**src/rtl/pc_unit_pkg.sv**
```systemverilog
// Shared definitions for the program-counter unit: next-PC select encoding
// and the sizing helper for the return-stack occupancy counter.
package pc_unit_pkg;

    typedef enum logic [1:0] {
        SEL_SEQ = 2'd0,
        SEL_BR  = 2'd1,
        SEL_JMP = 2'd2,
        SEL_RET = 2'd3
    } pc_sel_e;

    // Counter must represent 0..depth inclusive.
    function automatic int ras_cnt_w(input int depth);
        return $clog2(depth) + 1;
    endfunction

endpackage

```
**src/rtl/pc_unit_return_stack.sv**
```systemverilog
// Circular return-address stack: a full stack overwrites its oldest entry on
// push, and the count saturates at DEPTH.
module return_stack
    import pc_unit_pkg::*;
#(
    parameter int DW    = 32,
    parameter int DEPTH = 4
) (
    input  logic                         clk,
    input  logic                         reset,
    input  logic                         push,
    input  logic                         pop,
    input  logic [DW-1:0]                push_data,
    output logic [DW-1:0]                top,
    output logic [ras_cnt_w(DEPTH)-1:0]  count
);

    localparam int PW = $clog2(DEPTH);
    localparam int CW = ras_cnt_w(DEPTH);

    logic [DW-1:0] r_mem [DEPTH];
    logic [PW-1:0] r_sp;
    logic [CW-1:0] r_count;

    // Entry storage; deliberately not reset, entries above count are unreachable.
    always_ff @(posedge clk) begin
        if (push) begin
            r_mem[r_sp] <= push_data;
        end
    end

    // Pointer and occupancy; the pointer wraps so a full push lands on the oldest slot.
    always_ff @(posedge clk) begin
        if (reset) begin
            r_sp    <= '0;
            r_count <= '0;
        end else if (push) begin
            r_sp <= r_sp + PW'(1);
            if (r_count != CW'(DEPTH)) begin
                r_count <= r_count + CW'(1);
            end
        end else if (pop && (r_count != '0)) begin
            r_sp    <= r_sp - PW'(1);
            r_count <= r_count - CW'(1);
        end
    end

    assign top   = r_mem[r_sp - PW'(1)];
    assign count = r_count;

endmodule

```
**src/rtl/pc_unit.sv**
```systemverilog
// Program counter with prioritised redirects (ret > jump > branch > sequential),
// call/return stack, target alignment and one-cycle status pulses.
module pc_unit
    import pc_unit_pkg::*;
#(
    parameter int              XLEN         = 32,
    parameter logic [XLEN-1:0] RESET_VECTOR = '0,
    parameter int              INST_BYTES   = 4,
    parameter int              RAS_DEPTH    = 4
) (
    input  logic                             clk,
    input  logic                             reset,
    input  logic                             pc_write,
    input  logic                             branch_taken,
    input  logic [XLEN-1:0]                  branch_target,
    input  logic                             jump,
    input  logic                             call,
    input  logic [XLEN-1:0]                  jump_target,
    input  logic                             ret,
    output logic [XLEN-1:0]                  pc,
    output logic [XLEN-1:0]                  pc_plus,
    output logic [ras_cnt_w(RAS_DEPTH)-1:0]  ras_count,
    output logic                             ras_underflow,
    output logic                             misaligned
);

    localparam logic [XLEN-1:0] ALIGN_MASK = XLEN'(INST_BYTES - 1);

    logic [XLEN-1:0]                 r_pc;
    logic                            r_underflow;
    logic                            r_misaligned;
    pc_sel_e                         w_sel;
    logic [XLEN-1:0]                 w_raw_target;
    logic [XLEN-1:0]                 w_next_pc;
    logic [XLEN-1:0]                 w_pc_plus;
    logic [XLEN-1:0]                 w_ras_top;
    logic [ras_cnt_w(RAS_DEPTH)-1:0] w_ras_count;
    logic                            w_ras_empty;
    logic                            w_push;
    logic                            w_pop;
    logic                            w_redirect;

    assign w_pc_plus   = r_pc + XLEN'(INST_BYTES);
    assign w_ras_empty = (w_ras_count == '0);

    // Priority select of the next-PC source and its raw target.
    always_comb begin
        w_sel        = SEL_SEQ;
        w_raw_target = w_pc_plus;
        if (ret) begin
            w_sel = SEL_RET;
        end else if (jump) begin
            w_sel = SEL_JMP;
        end else if (branch_taken) begin
            w_sel = SEL_BR;
        end else begin
            w_sel = SEL_SEQ;
        end
        case (w_sel)
            SEL_RET: w_raw_target = w_ras_empty ? jump_target : w_ras_top;
            SEL_JMP: w_raw_target = jump_target;
            SEL_BR:  w_raw_target = branch_target;
            SEL_SEQ: w_raw_target = w_pc_plus;
            default: w_raw_target = w_pc_plus;
        endcase
    end

    assign w_redirect = (w_sel != SEL_SEQ);
    assign w_next_pc  = w_redirect ? (w_raw_target & ~ALIGN_MASK) : w_pc_plus;
    assign w_push     = pc_write && (w_sel == SEL_JMP) && call;
    assign w_pop      = pc_write && (w_sel == SEL_RET);

    return_stack #(
        .DW    (XLEN),
        .DEPTH (RAS_DEPTH)
    ) u_return_stack (
        .clk       (clk),
        .reset     (reset),
        .push      (w_push),
        .pop       (w_pop),
        .push_data (w_pc_plus),
        .top       (w_ras_top),
        .count     (w_ras_count)
    );

    // PC register and status pulses; a stall clears the pulses.
    always_ff @(posedge clk) begin
        if (reset) begin
            r_pc         <= RESET_VECTOR;
            r_underflow  <= 1'b0;
            r_misaligned <= 1'b0;
        end else if (pc_write) begin
            r_pc         <= w_next_pc;
            r_underflow  <= (w_sel == SEL_RET) && w_ras_empty;
            r_misaligned <= w_redirect && ((w_raw_target & ALIGN_MASK) != '0);
        end else begin
            r_underflow  <= 1'b0;
            r_misaligned <= 1'b0;
        end
    end

    assign pc            = r_pc;
    assign pc_plus       = w_pc_plus;
    assign ras_count     = w_ras_count;
    assign ras_underflow = r_underflow;
    assign misaligned    = r_misaligned;

endmodule
```
**config.mk**
```make
export PLATFORM = sky130hd
export DESIGN_NAME = pc_unit
export DESIGN_NICKNAME = d
export VERILOG_FILES = /design/src/rtl/pc_unit_pkg.sv /design/src/rtl/pc_unit_return_stack.sv /design/src/rtl/pc_unit.sv
export SDC_FILE = /design/constraint.sdc
export NUM_CORES = 1
export LEC_CHECK = 0
export CAP_MARGIN = 5
export CELL_PAD_IN_SITES_DETAIL_PLACEMENT = 0
export CELL_PAD_IN_SITES_GLOBAL_PLACEMENT = 1
export CORE_MARGIN = 3
export CORE_UTILIZATION = 42
export CTS_CLUSTER_DIAMETER = 200
export CTS_CLUSTER_SIZE = 14
export DETAILED_ROUTE_END_ITERATION = 6
export HOLD_SLACK_MARGIN = 0.08
export PLACE_DENSITY_LB_ADDON = 0.1
export SYNTH_ARGS = -nofsm -noshare
export SYNTH_HDL_FRONTEND = slang
export SYNTH_SLANG_ARGS = --single-unit
export TNS_END_PERCENT = 20
```
**constraint.sdc**
```tcl
create_clock -name clk -period 3.94 [get_ports clk]
set_input_delay 0.788 -clock clk [delete_from_list [all_inputs] [get_ports clk]]
set_output_delay 0.788 -clock clk [all_outputs]
set_load 0.05 [all_outputs]
```
==> results.md <==
- The run finished with clean final reports.
- The global placer's final weighted congestion is 0.825.
- Clock-pin slew was measured on the worst setup and hold paths at 0.06 ns.
- After detailed routing, the number of remaining DRC violations is 0.
- The overall power consumption is 0.00470 W.
- The met1 layer usage reported by global route is 0.290.
- STA puts the critical path data arrival time at 3.00 ns.
- In this run the critical register-to-register path is captured at pc[13]$_SDFFE_PP0P_.
- The leftover overflow at the end of global routing is 0.
- The first global-routing pass estimated 31,800 um of wire.
- The TritonCTS clock tree is done.
- The vertical die dimension is 139 um.
- 0 antenna diodes ended up in the layout.
- The area overhead of the layout relative to synthesis is 30.3%.
- The utilization after layout is 0.569.
- The total setup violations reported at the end of the flow is 0.
- The layer flagged by global routing as most heavily used is met2.
- The minimum clock period after layout is 3.78 ns.
- From left edge to right edge, the die measures 139 um.
- The analysis attributes to cell leakage a power of 3.37 nW.
- The synthesized netlist cell count is 553.
- For met2 alone, demand over resource in global routing was 0.351.
- The count of pins on the block boundary is 140.
- Hold is met by 0.516 ns.
- The library cells used most frequently in the layout, excluding fill and tap cells, are sky130_fd_sc_hd__edfxtp_1, sky130_fd_sc_hd__clkdlybuf4s50_1, sky130_fd_sc_hd__nor2_1, sky130_fd_sc_hd__dfxtp_1, sky130_fd_sc_hd__nand2_1.
- Across all register-to-register paths, the minimum setup slack is 1.21 ns.
- The distinct cell type count of the synthesized netlist is 70.
- The maximum clock frequency is 264 MHz.
- The worst register-to-register path has a depth of 8.
- The number of buffers on the longest clock path is 2.
- The share of the Yosys chip area taken by registers is 0.587.
- STA classifies the critical path endpoint as an output pin.
- The most frequently used flop master after synthesis is sky130_fd_sc_hd__edfxtp_1.
- The number of vias after detailed routing is 5,296.
- The critical path runs through a total of 5 cells.
- The number of antenna violations at the first check in global routing is 0.
- The met3 track demand over resource in global routing is 0.0479.
- The first routing iteration left 349 violations.
- Of all nets on the critical path, the largest fanout is 10.
- The final clock skew is 0.0113 ns.
- The slew of the pin with the lowest slew margin is 0.924 ns.
- The number of search-and-repair iterations in the first detailed-routing pass is 4.
- The combined global-route utilization of all metal layers is 0.215.
- The number of rows created at floorplan is 47.
- STA classifies the critical path startpoint as a flop.
- The total power density per cell area is 488 mW/mm^2.
- The count of buffers added by post-CTS timing repair for setup is 0.
- The max-slew violation count is 0.
- The count of buffers added on input and output ports is 135.
- Using the TritonRoute via totals, the vias-per-cell ratio works out to 5.73.
- Prior to clock tree synthesis, the placed netlist has a worst setup slack of 0.417 ns.
- The combined area of all synthesized cells is 0.00740 mm^2.
- The number of sinks driven by the clock tree is 157.
- The largest single stage delay on the critical path is 0.84 ns.
- The post-synthesis share of cell area spent on xor and xnor gates is 0.0284.
- The endpoint of the worst hold path is pc[13]$_SDFFE_PP0P_.
- The simple logic cell fraction of the synthesized area is 0.108.
- Setup repair after global routing left no endpoint under its margin.
- The maximum level of the CTS H-tree is 4.
- The worst slew margin relative to its limit is 0.384.
- Of the total synthesized cell area, the portion taken by full adders, half adders and majority gates is 0.0112.
- The starting utilization of the core area is 0.437.
- The number of enable flip-flop cells after synthesis is 120.
- The die covers 0.0192 mm^2.
- The clock reaches the later pin of the worst-skew pair after 0.42 ns.
- The setup total negative slack is 0 ns.
- The most frequent standard cell in the layout excluding fill and tap cells is sky130_fd_sc_hd__edfxtp_1.
- The number of global-route vias before repair is 5,434.
- During synthesis, Yosys emitted a total of 0 warnings.
- Of the cells placed in the final design, the portion with a size suffix greater than 1 is 0.162.
- The worst register-to-register path begins at u_return_stack.r_sp[1]$_SDFFE_PP0P_.
- The core area is 0.0169 mm^2.
- Detailed placement ended at an HPWL of 14,200 um.
- The critical path goes through and3_1, nand2_4, or4_1, nand2_1, clkdlybuf4s50_1.
- The largest individual stage delay along the critical path comes from the cell sky130_fd_sc_hd__clkdlybuf4s50_1.
- Counting instances, the worst hold path has a depth of 1.
- STA puts the critical path data required time at 3.15 ns.
- The number of buffers and inverters on the critical path is 1.
- The category of the critical setup timing path is flop to output pin.
- The worst min-delay path class is flop to flop.
- The sum of routed wire length over all layers is 20,700 um.
- The tree is rooted in a sky130_fd_sc_hd__clkbuf_16.
- Dividing the detail-routed wire length by the instance count gives 22.4 um.
- Among cell families on the critical path, the largest total delay comes from simple AND/OR/NAND/NOR gates.
- The worst-case IR drop observed on VDD is 317 uV.
- In this run the most critical hold path is launched from pc[13]$_SDFFE_PP0P_.
- Entering global routing, the biggest net connects 37 pins.
- The number of routed nets with antenna violations is 0.
- After synthesis, the largest family of logic cells by area is compound AO/OA/AOI/OAI gates.
- The number of synthesized register bits is 157.
- The compound-cell area share of the yosys netlist is 0.125.
- Max-cap violations in this run came to 0.
- The async set-or-reset flop fraction in the synthesized netlist is 0.
- The number of endpoints with negative hold slack in the final report is 0.
- Clock tree synthesis inserted a total of 17 buffers.
- The final worst slack is 0.156 ns.
- The synthesized area per cell is 13.4 um^2.
- Dividing the final minimum period by the clock period gives 0.960.
- The multiplexer fraction of the synthesized cell area is 0.0983.
- The net count of the finished layout is 769.
[metal layers]
| metal | routed length, um | up-vias |
|---|---|---|
| met5 | 0 | - |
| met4 | 293 | 0 |
| met3 | 1310 | 23 |
| met2 | 10100 | 160 |
| met1 | 9030 | 2659 |
| li1 | - | 2454 |
[how the worst max path moves through the flow]
stage | start | end
2_1_floorplan | pc[2]$_SDFFE_PP0P_ | pc_plus[30]
3_3_place_gp | pc[7]$_SDFFE_PP0P_ | pc_plus[31]
3_5_place_dp | pc[7]$_SDFFE_PP0P_ | pc_plus[31]
4_1_cts | pc[7]$_SDFFE_PP0P_ | pc_plus[23]
5_1_grt | pc[7]$_SDFFE_PP0P_ | pc_plus[17]
6_report | pc[7]$_SDFFE_PP0P_ | pc_plus[17]
[where the power goes]
part / total [W] / switching (W) / internal [W]
sequential: 0.00194 / 0.0000777 / 0.00187
clock: 0.00170 / 0.000645 / 0.00106
combinational: 0.00106 / 0.000658 / 0.000403
total: 0.00470 / 0.00138 / 0.00332
[stage by stage]
| stage | cells | area [um^2] |
|---|---|---|
| floorplan | 556 | 7410 |
| global placement | 893 | 9000 |
| detailed placement | 893 | 9000 |
| CTS | 925 | 9610 |
| global route | 925 | 9630 |
| finish | 925 | 9630 |
[Yosys cell counts (4+ instances only)]
| cell | number | area share |
|---|---|---|
| sky130_fd_sc_hd__buf_1 | 4 | 0.0020 |
| sky130_fd_sc_hd__o22ai_1 | 4 | 0.0034 |
| sky130_fd_sc_hd__xor2_1 | 6 | 0.0071 |
| sky130_fd_sc_hd__o221ai_1 | 13 | 0.015 |
| sky130_fd_sc_hd__o31ai_1 | 8 | 0.0081 |
| sky130_fd_sc_hd__nand4_1 | 7 | 0.0059 |
| sky130_fd_sc_hd__nor2b_1 | 4 | 0.0034 |
| sky130_fd_sc_hd__xnor2_1 | 18 | 0.021 |
| sky130_fd_sc_hd__o21ai_0 | 19 | 0.013 |
| sky130_fd_sc_hd__or3_1 | 6 | 0.0051 |
| sky130_fd_sc_hd__or2_2 | 4 | 0.0034 |
| sky130_fd_sc_hd__buf_4 | 8 | 0.0081 |
| sky130_fd_sc_hd__o21a_1 | 5 | 0.0051 |
| sky130_fd_sc_hd__and2_1 | 4 | 0.0034 |
| sky130_fd_sc_hd__o2bb2ai_1 | 4 | 0.0047 |
| sky130_fd_sc_hd__a311oi_1 | 6 | 0.0071 |
| sky130_fd_sc_hd__a221o_1 | 5 | 0.0068 |
| sky130_fd_sc_hd__o211ai_1 | 5 | 0.0051 |
| sky130_fd_sc_hd__a21oi_1 | 14 | 0.0095 |
| sky130_fd_sc_hd__edfxtp_1 | 120 | 0.49 |
| sky130_fd_sc_hd__nor2_1 | 36 | 0.018 |
| sky130_fd_sc_hd__nand3_1 | 14 | 0.0095 |
| sky130_fd_sc_hd__nand2_1 | 35 | 0.018 |
| sky130_fd_sc_hd__mux4_2 | 30 | 0.091 |
| sky130_fd_sc_hd__a21o_1 | 6 | 0.0061 |
| sky130_fd_sc_hd__and3_1 | 4 | 0.0034 |
| sky130_fd_sc_hd__buf_2 | 5 | 0.0034 |
| sky130_fd_sc_hd__clkbuf_1 | 19 | 0.0096 |
| sky130_fd_sc_hd__ha_1 | 5 | 0.0085 |
| sky130_fd_sc_hd__o221a_2 | 5 | 0.0076 |
| sky130_fd_sc_hd__nor3_1 | 12 | 0.0081 |
| sky130_fd_sc_hd__a221oi_1 | 10 | 0.012 |
| sky130_fd_sc_hd__inv_1 | 16 | 0.0081 |
| sky130_fd_sc_hd__dfxtp_1 | 37 | 0.10 |
| sky130_fd_sc_hd__mux2i_1 | 4 | 0.0054 |
[logic make-up (layout without fill, tap and decap cells)]
group	after synthesis	in the layout
and+or+nand+nor	150	150
other	1	4
xor gates and xnor gates	24	24
adders and majority gates	6	6
buffers and inverters	57	206
AOI/OAI and AO/OA	123	123
DFF	157	157
muxes	35	35
[timing repair]
item,in CTS,in global routing
hold buffers,0,0
endpoints found under the hold margin,0,0
gates resized for setup,1,8
setup endpoints to repair,1,8
[flip-flops by register name, summed over array words and instances, names as in the netlist]
signal                flops
u_return_stack.r_mem    120
pc                       30
u_return_stack.count      3
u_return_stack.r_sp       2
misaligned                1
ras_underflow             1
[layout make-up]
| cell class | instances | area (um^2) |
|---|---|---|
| fillers | 1425 | 7300 |
| well taps | 220 | 275 |
| multi-input cells | 342 | 2780 |
| flip-flops and latches | 157 | 4350 |
| clock inverters | 12 | 171 |
| inverters | 16 | 60.1 |
| repair buffers | 158 | 1570 |
| clock buffers | 20 | 437 |
(Power assumes the default switching activity.)
==> RTL change 1, RTL diff (config.mk and constraints unchanged) <==
Set the parameter `RAS_DEPTH` to 8 (it was 4).
--- a/src/rtl/pc_unit.sv
+++ b/src/rtl/pc_unit.sv
@@ -6,7 +6,7 @@
     parameter int              XLEN         = 32,
     parameter logic [XLEN-1:0] RESET_VECTOR = '0,
     parameter int              INST_BYTES   = 4,
-    parameter int              RAS_DEPTH    = 4
+    parameter int              RAS_DEPTH    = 8
 ) (
     input  logic                             clk,
     input  logic                             reset,
Ports: changed (resized ras_count); port bits go from 140 to 141. No check against the original RTL was run, so the function may have changed too.
==> RTL change 1 against the original RTL <==
- area after synthesis up 67%
- largest cell class unchanged
- power up 57%
- design area grew 58%
- sequential cell count grew 122
- worst setup slack worse by 0.037 ns
- clock power rose by 25%
- highest routed layer unchanged
- via count up 55%
- wire length grew 80%
==> RTL change 1: results (changes against the original RTL) <==
Post-synth EDFFs - 240 (+100%)
register-to-register path setup slack - 1.13 ns (-0.08 ns)
Post-Synth Adder-Cell Area - 0.669% (-0.45 points)
largest cells by area after synthesis - edfxtp_1, mux4_2, dfxtp_1, nand2_1, xnor2_1
post-synthesis mux area share - 11.6% (+1.8 points)
Worst Skew - 0.0186 ns (+0.00737 ns)
max reg flops - 240 (+100%)
post-synthesis sequential area ratio - 64.7% (+6.0 points)
synth cell count leaders - edfxtp_1, nand2_1, mux4_2
cts bufs inserted - 23 (+6)
xor-xnor portion of the synthesized cell area - 2.41% (-0.43 points)
Hold Path Depth - 2 (+1)
Clock Latency Late Sink - 0.52 ns (+0.10 ns)
CTS Buffer Depth - 3 (+1)
layout net count - 1,084 (+41%)
Critical-path top delay cell - or4_1
# H-tree levels - 1 (-3)
GRT Util Overall - 23.7% (+2.3 points)
via count - 8,209 (+55%)
number of distinct library cells after synthesis - 71 (+1.4%)
DRT Pass-1 Iters - 5 (+1)
share of cells above drive strength 1 - 18.3% (+2.1 points)
number of global-route vias before repair - 7,967 (+47%)
fin cells - 1,407 (+52%)
outcome - completed
## RTL change 1: tightest hold or removal path, cell delays in order, from the launching register on
cell and delay [ns]:
dfxtp_1 0.34, inv_1 0.10, a2111oi_2 0.07
## RTL change 1: worst paths after layout
path                           from     endpoint
max                          pc[13]  pc_plus[28]
min                          pc[31]       pc[31]
max reg2reg  u_return_stack.r_sp[1]       pc[17]
min reg2reg                  pc[31]       pc[31]
## RTL change 1: area by class of cell
type,count,area (um^2)
Clock buffer,41,643
Inverter,17,63.8
Sequential cell,279,7990
Tap cell,384,480
Multi-Input combinational cell,493,4170
Fill cell,2513,13700
Timing Repair Buffer,193,1840
## RTL change 1: stage by stage
step                      setup WS (ns)  setup TNS, ns  instance area [um^2]
after detailed placement          0.381              0                 14500
after global placement            0.464              0                 14500
after CTS                        0.0551              0                 15200
after global routing            -0.0310        -0.0310                 15200
final                             0.119              0                 15200
after floorplan                  -0.839         -52.85                 12400
## RTL change 1: power by group
| part | total, W | switching (W) | leakage [nW] | internal (W) |
|---|---|---|---|---|
| Clock | 0.00212 | 0.00102 | 0.305 | 0.00110 |
| Combinational | 0.00184 | 0.00114 | 2.20 | 0.000700 |
| Sequential | 0.00342 | 0.0000979 | 2.52 | 0.00332 |
## RTL change 1: routing by layer
layer / GRT usage [%] / part of all wire, % / up-vias
met5: 0 / 0 / -
met1: 35.2 / 45 / 4221
li1: - / - / 3652
met3: 3.77 / 6.4 / 42
met4: 5.53 / 2.2 / 0
met2: 37.1 / 47 / 294
## RTL change 1: repair_timing
item / in CTS / in global routing
setup endpoints to repair: 3 / 6
cloned: 0 / 0
gates resized for setup: 3 / 5
==> RTL change 2, RTL diff (same settings) <==
Without the edit above. Make the reset (`reset`) asynchronous in 2 clocked blocks.
--- a/src/rtl/pc_unit_return_stack.sv
+++ b/src/rtl/pc_unit_return_stack.sv
@@ -30,7 +30,7 @@
     end
 
     // Pointer and occupancy; the pointer wraps so a full push lands on the oldest slot.
-    always_ff @(posedge clk) begin
+    always_ff @(posedge clk or posedge reset) begin
         if (reset) begin
             r_sp    <= '0;
             r_count <= '0;
--- a/src/rtl/pc_unit.sv
+++ b/src/rtl/pc_unit.sv
@@ -84,7 +84,7 @@
     );
 
     // PC register and status pulses; a stall clears the pulses.
-    always_ff @(posedge clk) begin
+    always_ff @(posedge clk or posedge reset) begin
         if (reset) begin
             r_pc         <= RESET_VECTOR;
             r_underflow  <= 1'b0;
Behaviour: differs if reset is asserted again (counterexample within 4 cycles, from zero or initial values and one cycle with reset high); with reset held inactive, the same outputs for 4 cycles.
==> RTL change 2 against the original RTL <==
- sequential cell count unchanged
- first-iteration DRC count rose by 46%
- hold slack improved by 0.080 ns
- design area increased by 2.4%
- worst setup slack better by 0.092 ns
- area after synthesis grew 3.3%
- wire length up 9.6%
- critical path type unchanged
Power is not compared: it rests on default switching activity, and its combinational part moved more than twofold at a synthesized area within 25%.
==> RTL change 2: results (changes against the original RTL) <==
pin count of the biggest net entering global routing - 34 (-8.1%)
DRT iter0 DRCs - 509 (+46%)
Yosys reg bits - 157 (unchanged)
synth cell count leaders - edfxtp_1, nand2_1, dfrtp_1, nor2_1
GRT Util Overall - 23.1% (+1.6 points)
post-synthesis sequential area ratio - 59.3% (+0.57 points)
number of global-route vias before repair - 5,668 (+4.3%)
number of distinct library cells after synthesis - 73 (+4.3%)
Post-synth ARST share - 23.6% (+24 points)
CP Data Arrival Time - 2.90 ns (-0.10 ns)
total detailed-routing wirelength - 22,700 um (+9.6%)
Final GP Congestion - 0.867 (+5.1%)
Worst Skew - 0.00799 ns (-0.00327 ns)
first-pass GRT wire length - 34,300 um (+7.9%)
crit path max fanout - 9 (-1)
Hold Path Class - register to register
largest cells by area after synthesis - edfxtp_1, dfrtp_1, mux4_2, xnor2_1, nand2_1
# H-tree levels - 4 (unchanged)
layout net count - 785 (+2.1%)
post-CTS sizing - 1 (unchanged)
outcome - completed
via count - 5,603 (+5.8%)
dpl hpwl - 15,300 um (+8.0%)
pre-CTS setup slack - 0.432 ns (+0.0146 ns)
Tightest Pin Transition - 0.958 ns (+0.0339 ns)
DRT Pass-1 Iters - 6 (+2)
==> RTL change 2: layout make-up <==
class                           count  area, um^2
Fill cell                        1474        7670
Sequential cell                   157        4530
Multi-Input combinational cell    361        2870
Timing Repair Buffer              156        1510
Clock buffer                       18         429
Tap cell                          225         282
Clock inverter                     13         190
Inverter                           15        56.3
==> RTL change 2: kinds of logic after synthesis <==
group / count (synthesis) / synth area share, %
and+or+nand+nor: 158 / 11.2
DFF: 157 / 59.3
AOI/OAI and AO/OA: 132 / 12.7
buffers and inverters: 54 / 3.29
muxes: 32 / 9.11
xor gates and xnor gates: 29 / 3.33
adders and majority gates: 6 / 1.08
other: 1 / 0.0491
==> RTL change 2: per-layer routing <==
layer / up-vias / GRT usage, % / wire [um]
met1: 2895 / 33.4 / 10500
met3: 18 / 4.14 / 1160
met5: - / 0 / 0
met2: 188 / 36.4 / 10900
li1: 2502 / - / -
met4: 0 / 5.71 / 208
==> RTL change 2: power groups by stage <==
stage	Clock, W	Combinational [W]	Sequential [W]
2_1_floorplan	0	0.00175	0.00275
3_3_place_gp	0	0.00306	0.00241
3_5_place_dp	0	0.00308	0.00243
4_1_cts	0.00176	0.00309	0.00239
5_1_grt	0.00184	0.00324	0.00243
6_report	0.00174	0.00306	0.00240
==> RTL change 2: path summary, 6_finish.rpt <==
| kind | from | endpoint | slack (ns) | cells past startpoint |
|---|---|---|---|---|
| max in group asynchronous | reset | pc[11] | 2.21 | 3 |
| hold reg to reg | pc[13] | pc[13] | 0.60 | 1 |
| setup / recovery | pc[2] | pc_plus[28] | 0.25 | 6 |
| setup reg to reg | pc[10] | u_return_stack.r_mem[3][19] | 1.59 | 4 |
| hold / removal | pc[13] | pc[13] | 0.60 | 1 |
| min in group asynchronous | reset | misaligned | 0.89 | 2 |
==> RTL change 2: per-stage QoR <==
stage	cell area [um^2]	std cells
after global routing	9870	945
final	9870	945
after detailed placement	9220	914
after floorplan	7650	572
after global placement	9220	914
after CTS	9840	945
==> RTL change 2: worst max-delay path: stages (launching register included) <==
cell and delay, ns:
dfrtp_1 0.51, ha_1 0.33, and2_1 0.18, nand2_1 0.20, nor4_1 0.43, nand2b_1 0.26
dlygate4sd2_1 0.56
